===== src/rtl/trap_sequencer.sv =====
// Trap entry/return sequencer: accept -> DRAIN (pipe_flush) -> REDIRECT; return -> RETURN; min entry latency accept+2.
// Requests outside IDLE are ignored (sources hold level). Define TRAP_DRAIN_TIMEOUT_EN to bound DRAIN by DRAIN_TIMEOUT cycles.
module trap_sequencer #(
   parameter int ADDR_W        = 48,
   parameter int NEST_DEPTH    = 4,
   parameter int DRAIN_TIMEOUT = 15
) (
   input  logic                          i_clk,
   input  logic                          i_reset,
   input  logic                          i_exception_request,
   input  logic [4:0]                    i_exception_vector,
   input  logic [ADDR_W-1:0]             i_exception_pc,
   input  logic [ADDR_W-1:0]             i_faulting_addr,
   input  logic                          i_interrupt_pending,
   input  logic [4:0]                    i_interrupt_vector,
   output logic                          o_interrupt_ack,
   input  logic [ADDR_W-1:0]             i_trap_base,
   input  logic                          i_trap_return,
   input  logic                          i_int_enable_we,
   input  logic                          i_int_enable_wd,
   output logic                          o_int_enable,
   output logic                          o_pipe_flush,
   input  logic                          i_pipe_drained,
   output logic                          o_redirect_valid,
   output logic [ADDR_W-1:0]             o_redirect_pc,
   output logic [ADDR_W-1:0]             o_epc,
   output logic [31:0]                   o_cause,
   output logic [ADDR_W-1:0]             o_tval,
   output logic [$clog2(NEST_DEPTH):0]   o_nest_level,
   output logic                          o_nest_overflow,
   output logic                          o_drain_timeout,
   output logic                          o_busy
);

   localparam int LVL_W = $clog2(NEST_DEPTH) + 1;
   localparam int IDX_W = $clog2(NEST_DEPTH);

   typedef enum logic [1:0] {S_IDLE, S_DRAIN, S_REDIRECT, S_RETURN} state_t;

   state_t              r_state;
   state_t              w_state_nxt;
   logic                w_take_exc;
   logic                w_take_int;
   logic                w_take_ret;
   logic                w_take_we;
   logic                w_timeout_hit;
   logic                w_full;
   logic [LVL_W-1:0]    w_pop_lvl;
   logic [IDX_W-1:0]    w_push_idx;
   logic [IDX_W-1:0]    w_pop_idx;
   logic [ADDR_W-1:0]   w_vec_off;

   logic                r_int_enable;
   logic [ADDR_W-1:0]   r_epc;
   logic [31:0]         r_cause;
   logic [ADDR_W-1:0]   r_tval;
   logic [LVL_W-1:0]    r_nest_level;
   logic                r_nest_overflow;
   logic [ADDR_W-1:0]   r_redirect_pc;

   logic [ADDR_W-1:0]   r_stk_epc   [NEST_DEPTH];
   logic [31:0]         r_stk_cause [NEST_DEPTH];
   logic [ADDR_W-1:0]   r_stk_tval  [NEST_DEPTH];
   logic                r_stk_ie    [NEST_DEPTH];

   assign w_full     = (r_nest_level == LVL_W'(NEST_DEPTH));
   assign w_pop_lvl  = r_nest_level - LVL_W'(1);
   assign w_push_idx = r_nest_level[IDX_W-1:0];
   assign w_pop_idx  = w_pop_lvl[IDX_W-1:0];
   assign w_vec_off  = {{(ADDR_W-9){1'b0}}, r_cause[4:0], 4'b0000};

   always_ff @(posedge i_clk) begin
      if (i_reset) r_state <= S_IDLE;
      else         r_state <= w_state_nxt;
   end

   always_comb begin
      w_state_nxt      = r_state;
      w_take_exc       = 1'b0;
      w_take_int       = 1'b0;
      w_take_ret       = 1'b0;
      w_take_we        = 1'b0;
      o_interrupt_ack  = 1'b0;
      o_pipe_flush     = 1'b0;
      o_redirect_valid = 1'b0;
      o_busy           = (r_state != S_IDLE);
      case (r_state)
         S_IDLE: begin
            // Strict priority; anything lower in the same cycle is dropped.
            if (i_exception_request)                         w_take_exc = 1'b1;
            else if (i_interrupt_pending && r_int_enable)    w_take_int = 1'b1;
            else if (i_trap_return && r_nest_level != '0)    w_take_ret = 1'b1;
            else if (i_int_enable_we)                        w_take_we  = 1'b1;
            if (w_take_exc || w_take_int) w_state_nxt = S_DRAIN;
            else if (w_take_ret)          w_state_nxt = S_RETURN;
            o_interrupt_ack = w_take_int && !i_reset;
         end
         S_DRAIN: begin
            o_pipe_flush = 1'b1;
            if (i_pipe_drained || w_timeout_hit) w_state_nxt = S_REDIRECT;
         end
         S_REDIRECT, S_RETURN: begin
            o_redirect_valid = 1'b1;
            w_state_nxt      = S_IDLE;
         end
         default: w_state_nxt = S_IDLE;
      endcase
   end

   always_ff @(posedge i_clk) begin
      if (i_reset) begin
         r_int_enable    <= 1'b0;
         r_epc           <= '0;
         r_cause         <= '0;
         r_tval          <= '0;
         r_nest_level    <= '0;
         r_nest_overflow <= 1'b0;
         r_redirect_pc   <= '0;
         for (int i = 0; i < NEST_DEPTH; i++) begin
            r_stk_epc[i]   <= '0;
            r_stk_cause[i] <= '0;
            r_stk_tval[i]  <= '0;
            r_stk_ie[i]    <= 1'b0;
         end
      end else begin
         if (w_take_exc || w_take_int) begin
            r_epc        <= i_exception_pc;
            r_int_enable <= 1'b0;
            r_tval       <= w_take_exc ? i_faulting_addr : '0;
            if (w_full) begin
               // Double fault: context of the deepest trap is overwritten, not saved.
               r_nest_overflow <= 1'b1;
               r_cause         <= 32'h1F;
            end else begin
               r_cause <= w_take_exc ? {27'b0, i_exception_vector}
                                     : {1'b1, 26'b0, i_interrupt_vector};
               r_stk_epc[w_push_idx]   <= r_epc;
               r_stk_cause[w_push_idx] <= r_cause;
               r_stk_tval[w_push_idx]  <= r_tval;
               r_stk_ie[w_push_idx]    <= r_int_enable;
               r_nest_level            <= r_nest_level + LVL_W'(1);
            end
         end
         if (w_take_ret) begin
            r_redirect_pc <= r_epc;
            r_nest_level  <= w_pop_lvl;
            r_int_enable  <= r_stk_ie[w_pop_idx];
            if (r_nest_level == LVL_W'(1)) begin
               r_epc   <= '0;
               r_cause <= '0;
               r_tval  <= '0;
            end else begin
               r_epc   <= r_stk_epc[w_pop_idx];
               r_cause <= r_stk_cause[w_pop_idx];
               r_tval  <= r_stk_tval[w_pop_idx];
            end
         end
         if (w_take_we) r_int_enable <= i_int_enable_wd;
         if (r_state == S_DRAIN && w_state_nxt == S_REDIRECT)
            r_redirect_pc <= i_trap_base + w_vec_off;
      end
   end

`ifdef TRAP_DRAIN_TIMEOUT_EN
   localparam int CNT_W = $clog2(DRAIN_TIMEOUT + 1);
   logic [CNT_W-1:0] r_drain_cnt;
   logic             r_drain_timeout;

   // Count reads 0 in the first DRAIN cycle, so the last permitted cycle holds DRAIN_TIMEOUT-1.
   assign w_timeout_hit = (r_state == S_DRAIN) && !i_pipe_drained &&
                          (r_drain_cnt == CNT_W'(DRAIN_TIMEOUT - 1));

   always_ff @(posedge i_clk) begin
      if (i_reset) begin
         r_drain_cnt     <= '0;
         r_drain_timeout <= 1'b0;
      end else begin
         if (r_state == S_DRAIN) r_drain_cnt <= r_drain_cnt + CNT_W'(1);
         else                    r_drain_cnt <= '0;
         if (w_timeout_hit) r_drain_timeout <= 1'b1;
      end
   end
   assign o_drain_timeout = r_drain_timeout;
`else
   assign w_timeout_hit   = 1'b0;
   assign o_drain_timeout = 1'b0;
`endif

   assign o_int_enable    = r_int_enable;
   assign o_redirect_pc   = r_redirect_pc;
   assign o_epc           = r_epc;
   assign o_cause         = r_cause;
   assign o_tval          = r_tval;
   assign o_nest_level    = r_nest_level;
   assign o_nest_overflow = r_nest_overflow;

endmodule


===== config.mk =====
export PLATFORM = sky130hd
export DESIGN_NAME = trap_sequencer
export DESIGN_NICKNAME = d
export VERILOG_FILES = /design/src/rtl/trap_sequencer.sv
export SDC_FILE = /design/constraint.sdc
export NUM_CORES = 1
export LEC_CHECK = 0
export BUFFER_PORTS_ARGS = -buffer_cell sky130_fd_sc_hd__buf_2
export CAP_MARGIN = 25
export CORE_MARGIN = 1.5
export CORE_UTILIZATION = 50
export DETAILED_ROUTE_END_ITERATION = 16
export GPL_ROUTABILITY_DRIVEN = 0
export PLACE_DENSITY = 0.69
export SYNTH_ARGS = -nofsm -noshare
export SYNTH_HDL_FRONTEND = slang
export SYNTH_SLANG_ARGS = --single-unit

===== constraint.sdc =====
create_clock -name i_clk -period 17.3 [get_ports i_clk]
set_input_delay 2.595 -clock i_clk [delete_from_list [all_inputs] [get_ports i_clk]]
set_output_delay 2.595 -clock i_clk [all_outputs]
set_load 0.005 [all_outputs]

======== Word level (Yosys, flattened, before mapping) ========
Memories as Yosys holds them, arrays and structs flattened.
Index checks and enable logic that the tools add are counted.
word-level totals
  output and inout port bits .............. 186
  bits of input ports ..................... 162
  bits in latches ......................... 0
  RAM bits ................................ 516
  memories ................................ 4
  register bits ........................... 183
  bits in read-only memories .............. 0
  word-level logic and storage cells ...... 104
cells by class
  bitwise operators ....................... 0
  add/subtract/negate cells ............... 3
  $lt $le $gt $ge ......................... 0
  div/mod/pow operators ................... 0
  equal/unequal tests ..................... 7
  reduce and logical (&&, ||, !) cells .... 20
  $mul .................................... 0
  shifts and indexed selects .............. 0
  mux-type cells .......................... 62
memory list
  memory       depth  width  rd ports  clocked after memory_dff  wr ports  RTL line  source
  r_stk_epc    4      48     1         0                         4         61        logic [ADDR_W-1:0] r_stk_epc [NEST_DEPTH];
  r_stk_tval   4      48     1         0                         4         63        logic [ADDR_W-1:0] r_stk_tval [NEST_DEPTH];
  r_stk_cause  4      32     1         0                         4         62        logic [31:0] r_stk_cause [NEST_DEPTH];
  r_stk_ie     4      1      1         0                         4         64        logic r_stk_ie [NEST_DEPTH];
operator list
  cell                                                  count
  two-way mux 48 bit                                    11
  two-way mux 32 bit                                    6
  OR reduction 48 bit                                   2
  adder 48 x 9 -> 48 bit                                1
  two-way mux 1 bit                                     34
  OR reduction 32 bit                                   1
  two-way mux 2 bit                                     7
  two-way mux 3 bit                                     3
  equality test 2 bit (second input constant)           3
  case mux 2 bit (3 select lines)                       1
  nonzero test 2 bit                                    3
  nonzero test 3 bit                                    2
  logical AND 1 bit                                     4
  AND reduction 2 bit                                   2
  adder 3 x 1 -> 3 bit (second input constant)          1
  equality test 3 x 1 -> 1 bit (second input constant)  1
  equality test 3 bit (second input constant)           1
  subtractor 3 x 1 -> 3 bit (second input constant)     1
  equality test 2 x 1 -> 1 bit (second input constant)  1
  logical NOT 2 bit                                     1
  logical OR 1 bit                                      2
  != test 2 bit (second input constant)                 1
  OR reduction 2 bit                                    1
  logical NOT 1 bit                                     1
  OR reduction 1 bit                                    1

======== Depth between registers and ports, before layout ========
  word-level depth ........................ 12
  mapped depth ............................ 11
  depth with buffers taken out ............ 8

======== Worst setup path after synthesis ========
Ideal clock, no wire load.
  path kind ............................... input port to flip-flop
  from .................................... input port i_interrupt_pending
  to ...................................... memory r_stk_cause[3][0] (enable)
  stages on the path ...................... 3
  setup time .............................. 808 ps
  arrival time ............................ 12292 ps
  required time ........................... 16492 ps
  slack ................................... 4200 ps
  buffers on the path ..................... 0
  cell sequence ........................... a21o_1 -> nand3_1 -> o31ai_1
RTL lines
  item         RTL line  source
  from (decl)  14        input logic i_interrupt_pending,
  to (decl)    62

==> results.md <==
- Rows: 90
- Number of instances in the synthesized netlist: 2259
- Antenna violations before repair: 8
- Type of the worst setup path: in -> reg
- Total number of clock tree sinks: 699
- Crit-path max cell delay: 0.80 ns
- HPWL after DPL: 50500 um
- Fraction of met1 tracks used by global routing: 0.375
- Average detailed-routed wire length per instance: 25.9 um
- Maximum clock frequency: 0.158 GHz
- Fin Setup TNS: 0 ns
- Chip Height: 250 um
- Cell occurring most often along the worst timing path: sky130_fd_sc_hd__buf_4
- Syn Area/Cell: 13.6 um2
- Crit path max fanout: 63
- Floorplan die area: 62700 um2
- Latest clock arrival within the worst-skew pair: 0.62 ns
- Quantity of gates resized following cts: 0
- Slew @ Worst Pin: 1.11 ns
- Global-route usage over all layers: 0.276
- Cell with the biggest individual delay on the critical path: sky130_fd_sc_hd__buf_4
- CP Cell Sequence: buf_2, a21o_1, and3_4, nand2_1, nor3_4, or2_4, buf_4, buf_4
- Total buffers and inverters traversed by the critical path: 3
- Placeable core region: 60500 um2
- Compound-Gate Fraction of Synth Area: 0.0782
- Sequential element share of the synthesized area: 0.626
- Arrival time worst endpoint: 6.58 ns
- Largest net degree at the start of global routing: 90
- Clock Tree Root: sky130_fd_sc_hd__clkbuf_16
- Post-synth net total: 2431
- Final setup vio count: 0
- CTS H-tree lvls: 3
- Die width: 250 um
- Area share of xor/xnor cells in the synthesized design: 0.00887
- Total power density per cell area: 126 nW/um2
- Async SR Flop Fraction: 0
- Post-synth EDFFs: 516
- Area share of fa/ha/maj cells after synthesis: 0.00433
- Max Root-Sink Buffers: 3
- Overall routed net length: 87400 um
- Peak supply drop: 102 uV
- Area share of and/or/nand/nor cells after synthesis: 0.151
- Hold violation total from the final report: 0
- Gate family responsible for the most delay along the worst path: simple AND/OR/NAND/NOR gates
- Sort of element at the end of the critical path: flip-flop
- Top_reg_cell synth: sky130_fd_sc_hd__edfxtp_1
- First-pass GRT wire length: 131000 um
- Count of synthesis-stage warnings from yosys: 0
- Unrepaired setup endpoints after global routing: false
- Run status: completed
- Vias in the first global route: 20839
- Dominant combinational cell family by area after synthesis: simple AND/OR/NAND/NOR gates
- Number of max-slew violations in the final report: 0
- Share of cells above drive strength 1: 0.259
- Leftover overflow at the end of global routing: 0
- Number of routed nets with antenna violations: 0
- Max-Slew Margin vs Limit: 0.262
- Number of buffers added by the clock tree synthesis step: 73
- Grt peak-use layer: met2
- Net count, final: 2696
- Ratio of final minimum period to clock period: 0.367
- Netlist Area Pre-Place: 30600 um2
- Fin Clk Skew: 0.0204 ns
- Area Overhead vs Synth: 15.8%
- DRC violation count after routing: 0
- Routed vias/inst: 6.24
- Reported max-cap violation count: 0
- I/O pin count: 348
- Critical path required time: 17.53 ns
- Vias after detailed routing: 21023
- Total instance count after detailed placement: 3230
- Mux cell area share after synthesis: 0.104
- Clock period minus final worst setup slack: 6.35 ns
- Reported leakage power: 0.0139 uW
- Nature of the critical path startpoint: input pin
- Number of DRC violations after detailed-routing iteration 0: 2434
- Finished Layout Cells: 3371
- Count of state elements after synthesis: 699
- Global routing met3 resource utilization: 0.0568
- Post-CTS clock slew at the launch and capture registers of the worst setup and hold paths: 0.06 ns
- TritonCTS clock tree: done
- Number of buffers inserted by post-CTS setup repair: 0
- GR met2 Demand/Resource: 0.434
- Port Buf Inserts: 346
- Starting density of the core: 0.506
- Hold Path Class: reg -> reg
- Number of different library cells in the post-synthesis netlist: 61
- CTS Hold Bufs: 0
- Count of TritonRoute iterations in the first routing pass: 7
[worst register-to-register path: cells and delay by family, from the launching register on]
| kind | cells | cell delay [ns] |
|---|---|---|
| simple gates | 5 | 2.58 |
| fa+ha+maj | 1 | 0.33 |
| flops | 1 | 0.76 |
| buf+inv | 3 | 2.06 |
[cell usage in the layout (no fill, tap or decap), types with 54 or more instances in the layout]
cell                        synthesis  final
sky130_fd_sc_hd__dfxtp_1          183    182
sky130_fd_sc_hd__clkbuf_16          0     75
sky130_fd_sc_hd__and3_1           141    140
sky130_fd_sc_hd__nor2_1           138    138
sky130_fd_sc_hd__mux4_2           129    129
sky130_fd_sc_hd__buf_2              5    345
sky130_fd_sc_hd__a21oi_1           56     54
sky130_fd_sc_hd__nand2_1           61     61
sky130_fd_sc_hd__and2_1           382    381
sky130_fd_sc_hd__o21ai_0           74     74
sky130_fd_sc_hd__edfxtp_1         516    516
[power breakdown]
group	switching, uW	total, uW	internal [uW]	leakage, uW
Combinational	490	822	332	0.00585
Clock	665	1560	890	0.00117
Sequential	125	2080	1960	0.00686
Total	1280	4460	3180	0.0139
[cell type report]
cell class / instances / area (um2)
clock inverter: 32 / 289
sequential: 699 / 19200
tap: 782 / 978
multi-input combinational: 1343 / 10700
timing repair buffer: 388 / 2120
inverter: 19 / 73.8
antenna: 7 / 17.5
clock buffer: 101 / 2070
fill: 4765 / 25000
[cells by family (layout without fill, tap and decap cells)]
family,count (synthesis),after routing
xor gates and xnor gates,31,31
AOI/OAI and AO/OA,329,329
adders and majority gates,10,10
muxes,155,155
DFF,699,699
and+or+nand+nor,817,817
buffers and inverters,217,540
other,1,8
[path summary, 6_finish.rpt]
check	startpoint	endpoint	slack, ns	cells after the start
worst min-delay path	o_redirect_pc[1]	o_redirect_pc[1]	0.47	2
worst max register to register	o_nest_level[0]	r_stk_epc[2][41]	11.14	9
worst max-delay path	i_interrupt_pending	r_stk_epc[2][41]	10.95	8
worst min register to register	o_redirect_pc[1]	o_redirect_pc[1]	0.47	2
[state kept, by name, indices dropped and copies added (netlist names)]
name / count
r_stk_tval: 192
o_nest_level: 3
r_stk_ie: 4
o_redirect_pc: 48
o_cause: 32
r_stk_cause: 128
o_epc: 48
o_tval: 48
o_nest_overflow: 1
r_stk_epc: 192
o_int_enable: 1
r_state: 2
[stage by stage]
stage               setup slack [ns]  hold WS (ns)  power (uW)  cell area [um2]   util
finish                         10.95         0.465        4460            35400  0.586
global route                   10.70         0.508        4610            35400  0.586
CTS                            10.93         0.463        4480            35400  0.585
detailed placement             10.31         0.455        2930            33000  0.546
global placement               10.33         0.452        2910            32900  0.545
floorplan                       4.20         0.464        2590            30600      -
[cell usage after synthesis, drive strengths merged (5+ instances only)]
cell type    n  area (um2)
edfxtp     516       15500
and2       383        2400
dfxtp      183        3660
clkbuf     179         673
and3       141         882
nor2       138         518
mux4       129        2910
o21ai       74         370
nand2       61         229
a21oi       56         280
a221oi      51         447
a222oi      48         480
xnor2       31         272
a22oi       29         218
a211oi      23         173
nand3       22         110
buf         19        85.1
mux2        18         203
inv         17        63.8
a2111oi     16         165
nand4       14        93.8
nor3        12        75.1
nor4        10        62.6
ha           9         113
mux2i        8        80.1
and4         7        63.8
or3          7        43.8
a311oi       6        52.6
a31oi        6        37.5
or4          5        42.5
[layer usage]
layer	part of all wire	vias to the layer above
li1	-	9146
met1	0.39	10609
met2	0.48	1110
met3	0.094	158
met4	0.035	0
met5	0	-
No activity file was read; power rests on OpenSTA's default activity.
